[src/rtl/fetch_decode.sv]
// fetch_decode: single-outstanding instruction fetch with capture register and one-hot type decode.
// Revision: 1.0
`default_nettype none

module fetch_decode #(
    parameter int              XLEN     = 32,
    parameter logic [XLEN-1:0] RESET_PC = '0
) (
    input  logic            clk,
    input  logic            rst_n,
    output logic            imem_req,
    output logic [XLEN-1:0] imem_addr,
    input  logic            imem_ready,
    input  logic [XLEN-1:0] imem_rdata,
    input  logic            stall,
    input  logic            redirect_valid,
    input  logic [XLEN-1:0] redirect_target,
    output logic            instr_valid,
    output logic [XLEN-1:0] instr,
    output logic [XLEN-1:0] pc,
    output logic [6:0]      opcode,
    output logic [5:0]      instruction_type
);

    typedef enum logic [0:0] {
        FETCH = 1'b0,
        VALID = 1'b1
    } state_t;

    state_t          state;
    state_t          state_next;
    logic [XLEN-1:0] fetch_pc;
    logic [XLEN-1:0] fetch_pc_next;
    logic            capture;
    logic            req_state;

    always_ff @(posedge clk or posedge rst_n) begin
        if (rst_n) begin
            state    <= FETCH;
            fetch_pc <= RESET_PC;
        end else begin
            state    <= state_next;
            fetch_pc <= fetch_pc_next;
        end
    end

    always_comb begin
        state_next    = state;
        fetch_pc_next = fetch_pc;
        capture       = 1'b0;
        req_state     = 1'b0;
        case (state)
            FETCH: begin
                req_state = 1'b1;
                if (imem_ready) begin
                    capture       = 1'b1;
                    state_next    = VALID;
                    fetch_pc_next = fetch_pc + XLEN'(4);
                end
            end
            VALID: begin
                if (!stall) begin
                    state_next = FETCH;
                end
            end
            default: state_next = FETCH;
        endcase
        // Redirect overrides everything, including a response arriving this cycle.
        if (redirect_valid) begin
            state_next    = FETCH;
            capture       = 1'b0;
            fetch_pc_next = {redirect_target[XLEN-1:2], 2'b00};
        end
    end

    // Request is gated by reset so it drops the instant reset asserts.
    assign imem_req    = req_state & ~rst_n;
    assign imem_addr   = fetch_pc;
    assign instr_valid = (state == VALID);

    always_ff @(posedge clk or posedge rst_n) begin
        if (rst_n) begin
            instr <= '0;
            pc    <= '0;
        end else if (capture) begin
            instr <= imem_rdata;
            pc    <= fetch_pc;
        end
    end

    assign opcode = instr[6:0];

    always_comb begin
        instruction_type = 6'b000000;
        if (instr_valid) begin
            case (instr[6:0])
                7'b0110011:                                  instruction_type = 6'b000001;
                7'b0010011, 7'b0000011, 7'b1100111, 7'b1110011: instruction_type = 6'b000010;
                7'b0100011:                                  instruction_type = 6'b000100;
                7'b1100011:                                  instruction_type = 6'b001000;
                7'b0110111, 7'b0010111:                      instruction_type = 6'b010000;
                7'b1101111:                                  instruction_type = 6'b100000;
                default:                                     instruction_type = 6'b000000;
            endcase
        end
    end

endmodule

`default_nettype wire

[config.mk]
export PLATFORM = sky130hd
export DESIGN_NAME = fetch_decode
export DESIGN_NICKNAME = d
export VERILOG_FILES = /design/src/rtl/fetch_decode.sv
export SDC_FILE = /design/constraint.sdc
export NUM_CORES = 1
export LEC_CHECK = 0
export BUFFER_PORTS_ARGS = -buffer_cell sky130_fd_sc_hd__buf_2
export CAP_MARGIN = 20
export CORE_UTILIZATION = 47
export DETAILED_ROUTE_END_ITERATION = 6
export GPL_TIMING_DRIVEN = 0
export PLACE_DENSITY = 0.79
export SYNTH_ARGS = -nofsm -noshare
export SYNTH_HDL_FRONTEND = slang
export SYNTH_SLANG_ARGS = --single-unit
[constraint.sdc]
create_clock -name clk -period 2.9 [get_ports clk]
set_input_delay 0.145 -clock clk [delete_from_list [all_inputs] [get_ports clk]]
set_output_delay 0.145 -clock clk [all_outputs]
set_load 0.01 [all_outputs]
== Yosys cells after proc, flatten, opt, wreduce, memory -nomap -nowiden ==
Cells that the tools add are included.

* Add/sub/neg operators: 1
* Eq/ne operators: 11
* Mux-type cells: 12
* Bitwise gates (word level): 3
* Reduce and logical (&&, ||, !) cells: 4

{| class="wikitable"
|+ Operator list
! cell !! count
|-
| $mux W32 || 3
|-
| $pmux W6 S6 || 1
|-
| $add A32 B3 Y32 const B || 1
|-
| $eq A7 B7 Y1 const B || 4
|-
| $eq A7 B6 Y1 const B || 3
|-
| $eq A7 B5 Y1 const B || 2
|-
| $eq A7 B2 Y1 const B || 1
|-
| $mux W1 || 6
|-
| $mux W6 || 1
|-
| $reduce_or A4 Y1 || 1
|-
| $ne A2 B2 Y1 const B || 1
|-
| $not A1 Y1 || 2
|-
| $pmux W1 S2 || 1
|-
| $reduce_and A2 Y1 || 1
|-
| $reduce_bool A2 Y1 || 1
|-
| $reduce_or A2 Y1 || 1
|-
| $and A1 B1 Y1 || 1
|}

* Flip-flop bits (word level): 97
* Input bits: 69

== Logic depth before layout (Yosys ltp) ==
Gate-level depths: netlist of run 1.

* Depth after elaboration: 4
* Depth in mapped cells: 7

== Worst setup path after synthesis of run 1 ==
OpenSTA, ideal clock, no wires.

* Path type: register -> register
* Start point: register fetch_pc[2], in the netlist imem_addr[2]
* End point: register fetch_pc[22], in the netlist imem_addr[22]
* Data arrival time: 1.973 ns
* Required time: 2.818 ns
* Setup slack: 0.845 ns
* Stages on the path, launching flop included: 7
* Path buffers: 1
* Cells stage by stage: dfrtp_1 ha_1 nand3_1 or3_4 buf_6 or4_1 a31oi_1

* Longest elaborated chain between the ends: 4

{| class="wikitable"
|+ Ends and longest elaborated chain
! item !! line !! text
|-
| start: declaration || 32 || <nowiki>logic [XLEN-1:0] fetch_pc;</nowiki>
|-
| start signal: assignment || 43 || <nowiki>fetch_pc <= fetch_pc_next;</nowiki>
|-
| $add A32 B3 Y32 || 58 || <nowiki>fetch_pc_next = fetch_pc + XLEN'(4);</nowiki>
|-
| $mux W32 || 55 || <nowiki>if (imem_ready) begin</nowiki>
|-
| $mux W32 || 52 || <nowiki>case (state)</nowiki>
|-
| $mux W32 || 69 || <nowiki>if (redirect_valid) begin</nowiki>
|}

Every way passes these cells. The select of a mux whose other input is x is not followed.
A chain may end at the register's enable or synchronous reset.

== Worst setup path in the final report of run 1 ==
* Start point: register fetch_pc[3], in the netlist imem_addr[3]
* End point: register fetch_pc[26], in the netlist imem_addr[26]

The elaborated chain is that of the path after synthesis.

==> impl_results.md, run 1 <==
- Status: complete, no violations
- Mean Syn Cell Area: 11.6 µm²
- Fill cells: 718
- Commonest non-fill, non-tap cells in the layout: buf_2, dfrtp_1, mux2_2
- Yosys reg bits: 93
- Fin util: 0.647
- Clk sinks: 93
- I/O pin total: 180
- CTS tree: yes
- Worst r2r path cells: 6
- RSZ-0062 raised after global routing: false
- Hold-critical path depth: 3
- Initial core utilization: 0.487
- GRT met2 Usage: 0.394
- Relative slew slack: 0.625
- Grt ovf: 0
- Starting DRC count in detailed routing: 99
- Synth cell types: 39
- Vias/cell: 5.32
- Layout Nets: 643
- Worst Path Arrival: 2550 ps
- Fin Setup TNS: 0 ps
- Cell count after synthesis: 369
- RR Startpoint: imem_addr[3]
- Count of final setup violators: 0
- Max-Cap Viols: 0
- First drt pass iteration count: 4
- Pin count of the biggest net entering global routing: 52
- Vias in the first global route: 3559
- Die area: 0.00946 mm²
- Clock Latency Late Sink: 350 ps
- Skew final: 11.6 ps
- Endpoints failing hold: 0
- Fin crit share: 0.784
- Peak Freq: 440 MHz
- Static Leak: 2.64 nW
- Initial antenna violation count: 0
- Chip Height: 97.3 µm
- Crit path launch type: register
- Core Footprint: 0.00876 mm²
- Max FO, Critical Path: 10
- Kind of end point of the critical path: register
- Total GRT Usage: 0.234
- Worst vdd ir: 0.291 mV
- R2R setup slack: 630 ps
- Die X: 97.3 µm
- Number of routed nets with antenna violations: 0
- Commonest non-fill, non-tap cell in the layout: buf_2
- Critical Path RT: 3180 ps
- WHS Endpoint: imem_addr[11]
- Setup CP Type: reg2reg
- First-pass GRT wire length: 17.8 mm
- H-tree depth: 3
- Port bufs: 172
- Netlist Area Pre-Place: 0.00427 mm²
- Met3 GRT Util: 0.0460
- Hold_sp: redirect_target[11]
- Number of diodes: 0
- DP Cell Count: 653
- TritonCTS Buffers: 9
- Reg2reg end: imem_addr[26]
- Detailed placer's ending HPWL: 7.96 mm
- Area Overhead vs Synth: 32.9%
- Clk root buf: clkbuf_8
- Hold/Removal Path Class: in2reg
- Row Count: 34
- Routed wire per std cell: 15.9 µm
- Final min period: 2270 ps
- Sequential share of the synthesized area: 0.546
- Layout cells sized above 1: 0.482
- Max Slew Vio Count: 0
- Placer Congestion: 0.802
- Hold_buf cts: 16
- CTS max path bufs: 2
- Number of setup buffers added after CTS: 0
- Cell area power density: 600 mW/mm²
- Yosys warnings: 0
- Final Non-Filler Cells: 685
- Grt met1 use: 0.303
- Final wirelength: 10.9 mm
- Drt drc: 0
- Busiest grt layer: met2
- Vias: 3641
- Clock slew at reported path FFs: 100 ps
- Post_cts resized: 0
- Slew @ Worst Pin: 562 ps
power by group:
group	switching, W	internal [W]	leakage [nW]	total [W]
logic	0.000398	0.000435	1.45	0.000833
registers	0.000179	0.00151	1.10	0.00169
clock network	0.000458	0.000421	0.0987	0.000879
total	0.00103	0.00237	2.64	0.00340
area by class of cell:
class	count	area, µm²	area share
clock buffer	10	138	0.0243
sequential	93	2330	0.410
multi-input combinational	236	1720	0.303
clock inverter	5	60.1	0.0106
timing repair buffer	190	1060	0.187
inverter	9	36.3	0.00640
tap	108	135	0.0238
buffer	34	195	0.0344
metrics by stage:
step	power [W]	setup slack (ps)	hold slack, ps	cell area [µm²]
floorplan	0.00215	335	262	4280
global placement	0.00249	-687	352	5270
detailed placement	0.00254	642	253	5300
CTS	0.00344	629	1.85	5660
global route	0.00358	510	4.60	5670
finish	0.00340	627	13.1	5670
worst max-delay path, cell delays in order (launching register included):
cell	delay, ps
dfrtp_1	480
ha_1	240
nand3_1	230
or3_4	420
buf_6	150
or4_1	490
a31oi_1	180
worst max-delay path by stage:
stage / from / slack (ps) / to
2_1_floorplan: rst_n / 330 / imem_addr[10]
3_3_place_gp: rst_n / -690 / pc[18]
3_5_place_dp: imem_addr[2] / 640 / imem_addr[26]
4_1_cts: instr_valid / 630 / instr[24]
5_1_grt: imem_addr[3] / 510 / imem_addr[26]
6_report: imem_addr[3] / 630 / imem_addr[26]
kinds of logic after synthesis:
group | share of synthesized area
buffers and inverters | 0.0537
flip-flops | 0.546
other | 0.000879
AND/OR/NAND/NOR | 0.137
multiplexers | 0.163
XOR/XNOR | 0.0287
adder cells (fa/ha/maj) | 0.00293
AO/OA/AOI/OAI | 0.0678
per-layer routing:
layer	routed length (µm)	vias up
met5	0	-
met4	204	0
met3	657	20
met2	5470	170
met1	4570	1731
li1	-	1720
cell usage after synthesis:
cell type,instances,share of area
a31oi_1,13,0.019
o31ai_1,11,0.019
a21oi_1,1,0.0012
buf_2,9,0.011
or3_4,1,0.0026
or4_1,12,0.021
dfrtp_1,93,0.55
nand4_2,2,0.0059
ha_1,1,0.0029
clkbuf_1,10,0.0088
mux2i_1,1,0.0023
nor3b_1,2,0.0035
o21ai_0,19,0.022
nand4_1,7,0.010
o311ai_0,2,0.0041
nand3_1,13,0.015
or2_2,2,0.0029
buf_6,2,0.0053
mux2_2,61,0.16
buf_1,2,0.0018
or3_1,4,0.0059
and2_1,2,0.0029
o21a_1,1,0.0018
buf_4,11,0.019
nor2_1,21,0.018
xor2_1,3,0.0062
nor4_1,4,0.0059
and4b_1,1,0.0023
nand2_1,25,0.022
nor3_1,6,0.0070
nor2b_1,1,0.0015
and3_1,1,0.0015
inv_2,1,0.00088
nand3b_1,1,0.0018
and4_1,1,0.0021
conb_1,1,0.00088
nand4b_1,2,0.0041
inv_1,8,0.0070
xnor2_1,11,0.023
registers in the layout (all words and copies together) (netlist names):
signal,flops
pc,30
imem_addr,30
instr_valid,1
instr,32
No activity file was read; power rests on OpenSTA's default activity.
==> run 2: changes to the inputs <==
==> constraint.sdc (replaced) <==
create_clock -name clk -period 2.2 [get_ports clk]
set_input_delay 0.11 -clock clk [delete_from_list [all_inputs] [get_ports clk]]
set_output_delay 0.11 -clock clk [all_outputs]
set_load 0.01 [all_outputs]
==> impl_results.md, run 2 (synthesis gave the netlist of run 1 again) <==
- Status: complete, no violations
- PnR worst setup slack: 93.0 ps (-534 ps)
- Biggest register: instr
- Register area: 0.00233 mm² (+0.32%)
- Fill cells: 643 (-10%)
- Pin count of the biggest net entering global routing: 40 (-23%)
- CTS tree: yes
- Worst Path Arrival: 2390 ps (-160 ps)
- Initial antenna violation count: 0 (unchanged)
- Skew final: 12.7 ps (+1.12 ps)
- TritonCTS Buffers: 9 (unchanged)
- Chip Height: 97.3 µm (unchanged)
- Clk sinks: 93 (unchanged)
- CTS max path bufs: 2 (unchanged)
- Vias: 3869 (+6.3%)
- Number of routed nets with antenna violations: 0 (unchanged)
- Fin crit share: 0.958 (+0.174)
- Clock slew at reported path FFs: 100 ps (about the same)
- Area Overhead vs Synth: 43.8%
- Static Leak: 2.82 nW (+6.9%)
- Commonest non-fill, non-tap cell in the layout: buf_2
- Die area: 0.00946 mm² (unchanged)
- Total GRT Usage: 0.253 (+0.0189)
- Fin util: 0.700 (+0.0530)
- Worst vdd ir: 0.355 mV (+22%)
- Die X: 97.3 µm (unchanged)
- Crit path launch type: register
- Commonest non-fill, non-tap cells in the layout: buf_2, dfrtp_1, mux2_2
- Vias in the first global route: 3907 (+9.8%)
- Hold/Removal Path Class: in2reg
- Number of diodes: 0 (unchanged)
- Final min period: 2110 ps (-166 ps)
- Peak Freq: 475 MHz (+7.9%)
- Place WS: -143 ps (-785 ps)
- H-tree depth: 3 (unchanged)
- RR Startpoint: imem_addr[3]
- Initial core utilization: 0.487 (unchanged)
- Endpoints failing hold: 0 (unchanged)
- Vias/cell: 5.30 (-0.29%)
- Worst r2r path cells: 6 (unchanged)
- I/O pin total: 180 (unchanged)
- First drt pass iteration count: 4 (unchanged)
- Max-Cap Viols: 0 (unchanged)
- R2R setup slack: 90 ps (-530 ps)
- Multi-input logic area: 0.00174 mm² (+0.95%)
- Hold_sp: imem_rdata[9]
- Kind of end point of the critical path: register
- Reg2reg end: imem_addr[26]
- Placer Congestion: 0.809 (+0.87%)
- Max FO, Critical Path: 10 (unchanged)
- Critical Path RT: 2490 ps (-690 ps)
- Layout Nets: 688 (+7.0%)
- First-pass GRT wire length: 19.4 mm (+9.0%)
- Clock Latency Late Sink: 360 ps (about the same)
- Starting DRC count in detailed routing: 93 (-6.1%)
- Worst hold slack: 8.57 ps (-4.52 ps)
- Hold-critical path depth: 2 (-1)
- Layout cells sized above 1: 0.476 (-0.00592)
- Final wirelength: 11.6 mm (+5.9%)
- Count of final setup violators: 0 (unchanged)
- Cell area power density: 747 mW/mm² (+24%)
- Port bufs: 172 (unchanged)
- Max Slew Vio Count: 0 (unchanged)
- Grt ovf: 0 (unchanged)
- Drt drc: 0 (unchanged)
- Row Count: 34 (unchanged)
- Detailed placer's ending HPWL: 8.02 mm (+0.75%)
- Core Footprint: 0.00876 mm² (unchanged)
- Clk root buf: clkbuf_8
- Max reg flops: 32 (unchanged)
- WHS Endpoint: instr[9]
- Setup CP Type: reg2reg
- Routed wire per std cell: 15.8 µm (-0.67%)
run 2: cell types whose count changed in the layout (fill, tap and decap cells not counted), moves of 2 or more:
cell	before	now
buf_4	11	18
dlygate4sd3_1	17	54
clkinvlp_4	1	3
dfrtp_2	0	6
dfrtp_1	93	87
buf_12	0	2
run 2: worst max path at each step:
stage | end | cells past startpoint | start | slack (ps)
after floorplan | imem_addr[22] | 6 | imem_addr[2] | 140
after global placement | imem_addr[26] | 6 | imem_addr[2] | -30
after detailed placement | imem_addr[26] | 6 | imem_addr[2] | -140
after CTS | imem_addr[26] | 6 | imem_addr[3] | 7
after global routing | imem_addr[29] | 7 | imem_addr[6] | -10
final | imem_addr[26] | 6 | imem_addr[3] | 90
run 2: metal layers:
layer,vias up,share of wire,track usage
met5,-,0,0
met4,0,0.020,0.0860
met3,24,0.062,0.0432
met2,174,0.51,0.438
met1,1865,0.41,0.322
li1,1806,-,-
run 2: final cells by class:
type / count / share of cell area
clock buffers: 10 / 0.0224
flip-flops and latches: 93 / 0.381
well taps: 108 / 0.0220
multi-input cells: 236 / 0.283
repair buffers: 235 / 0.244
inverters: 9 / 0.00612
plain buffers: 34 / 0.0326
clock inverters: 5 / 0.00959
run 2: timing repair:
| item | CTS | global route |
|---|---|---|
| resized for setup | 3 | 10 |
| pin swaps | 0 | 1 |
| hold buffers | 54 | 0 |
| setup endpoints to repair | 16 | 70 |
| gates cloned | 0 | 0 |
| endpoints found under the hold margin | 68 | 0 |
| buffers inserted | 0 | 7 |
run 2: where the power goes:
group          switching [W]  internal, W  total (W)
Combinational       0.000551     0.000638    0.00119
Clock               0.000603     0.000553    0.00116
Sequential          0.000240      0.00200    0.00224
Total                0.00139      0.00319    0.00458
run 2: per-stage QoR:
stage / total power [W] / instances / area (µm²) / setup TNS [ps]
2_1_floorplan: 0.00283 / 372 / 4280 / 0
3_3_place_gp: 0.00329 / 652 / 5280 / -51.1
3_5_place_dp: 0.00336 / 654 / 5320 / -591
4_1_cts: 0.00458 / 723 / 6060 / 0
5_1_grt: 0.00483 / 730 / 6130 / -9.94
6_report: 0.00458 / 730 / 6130 / 0
run 2: worst max-delay path, cell delays in order, from the launching register on:
cell	delay, ps
dfrtp_2	420
ha_2	220
nand3_2	170
or3_4	400
buf_6	150
or4_1	500
a31oi_1	170
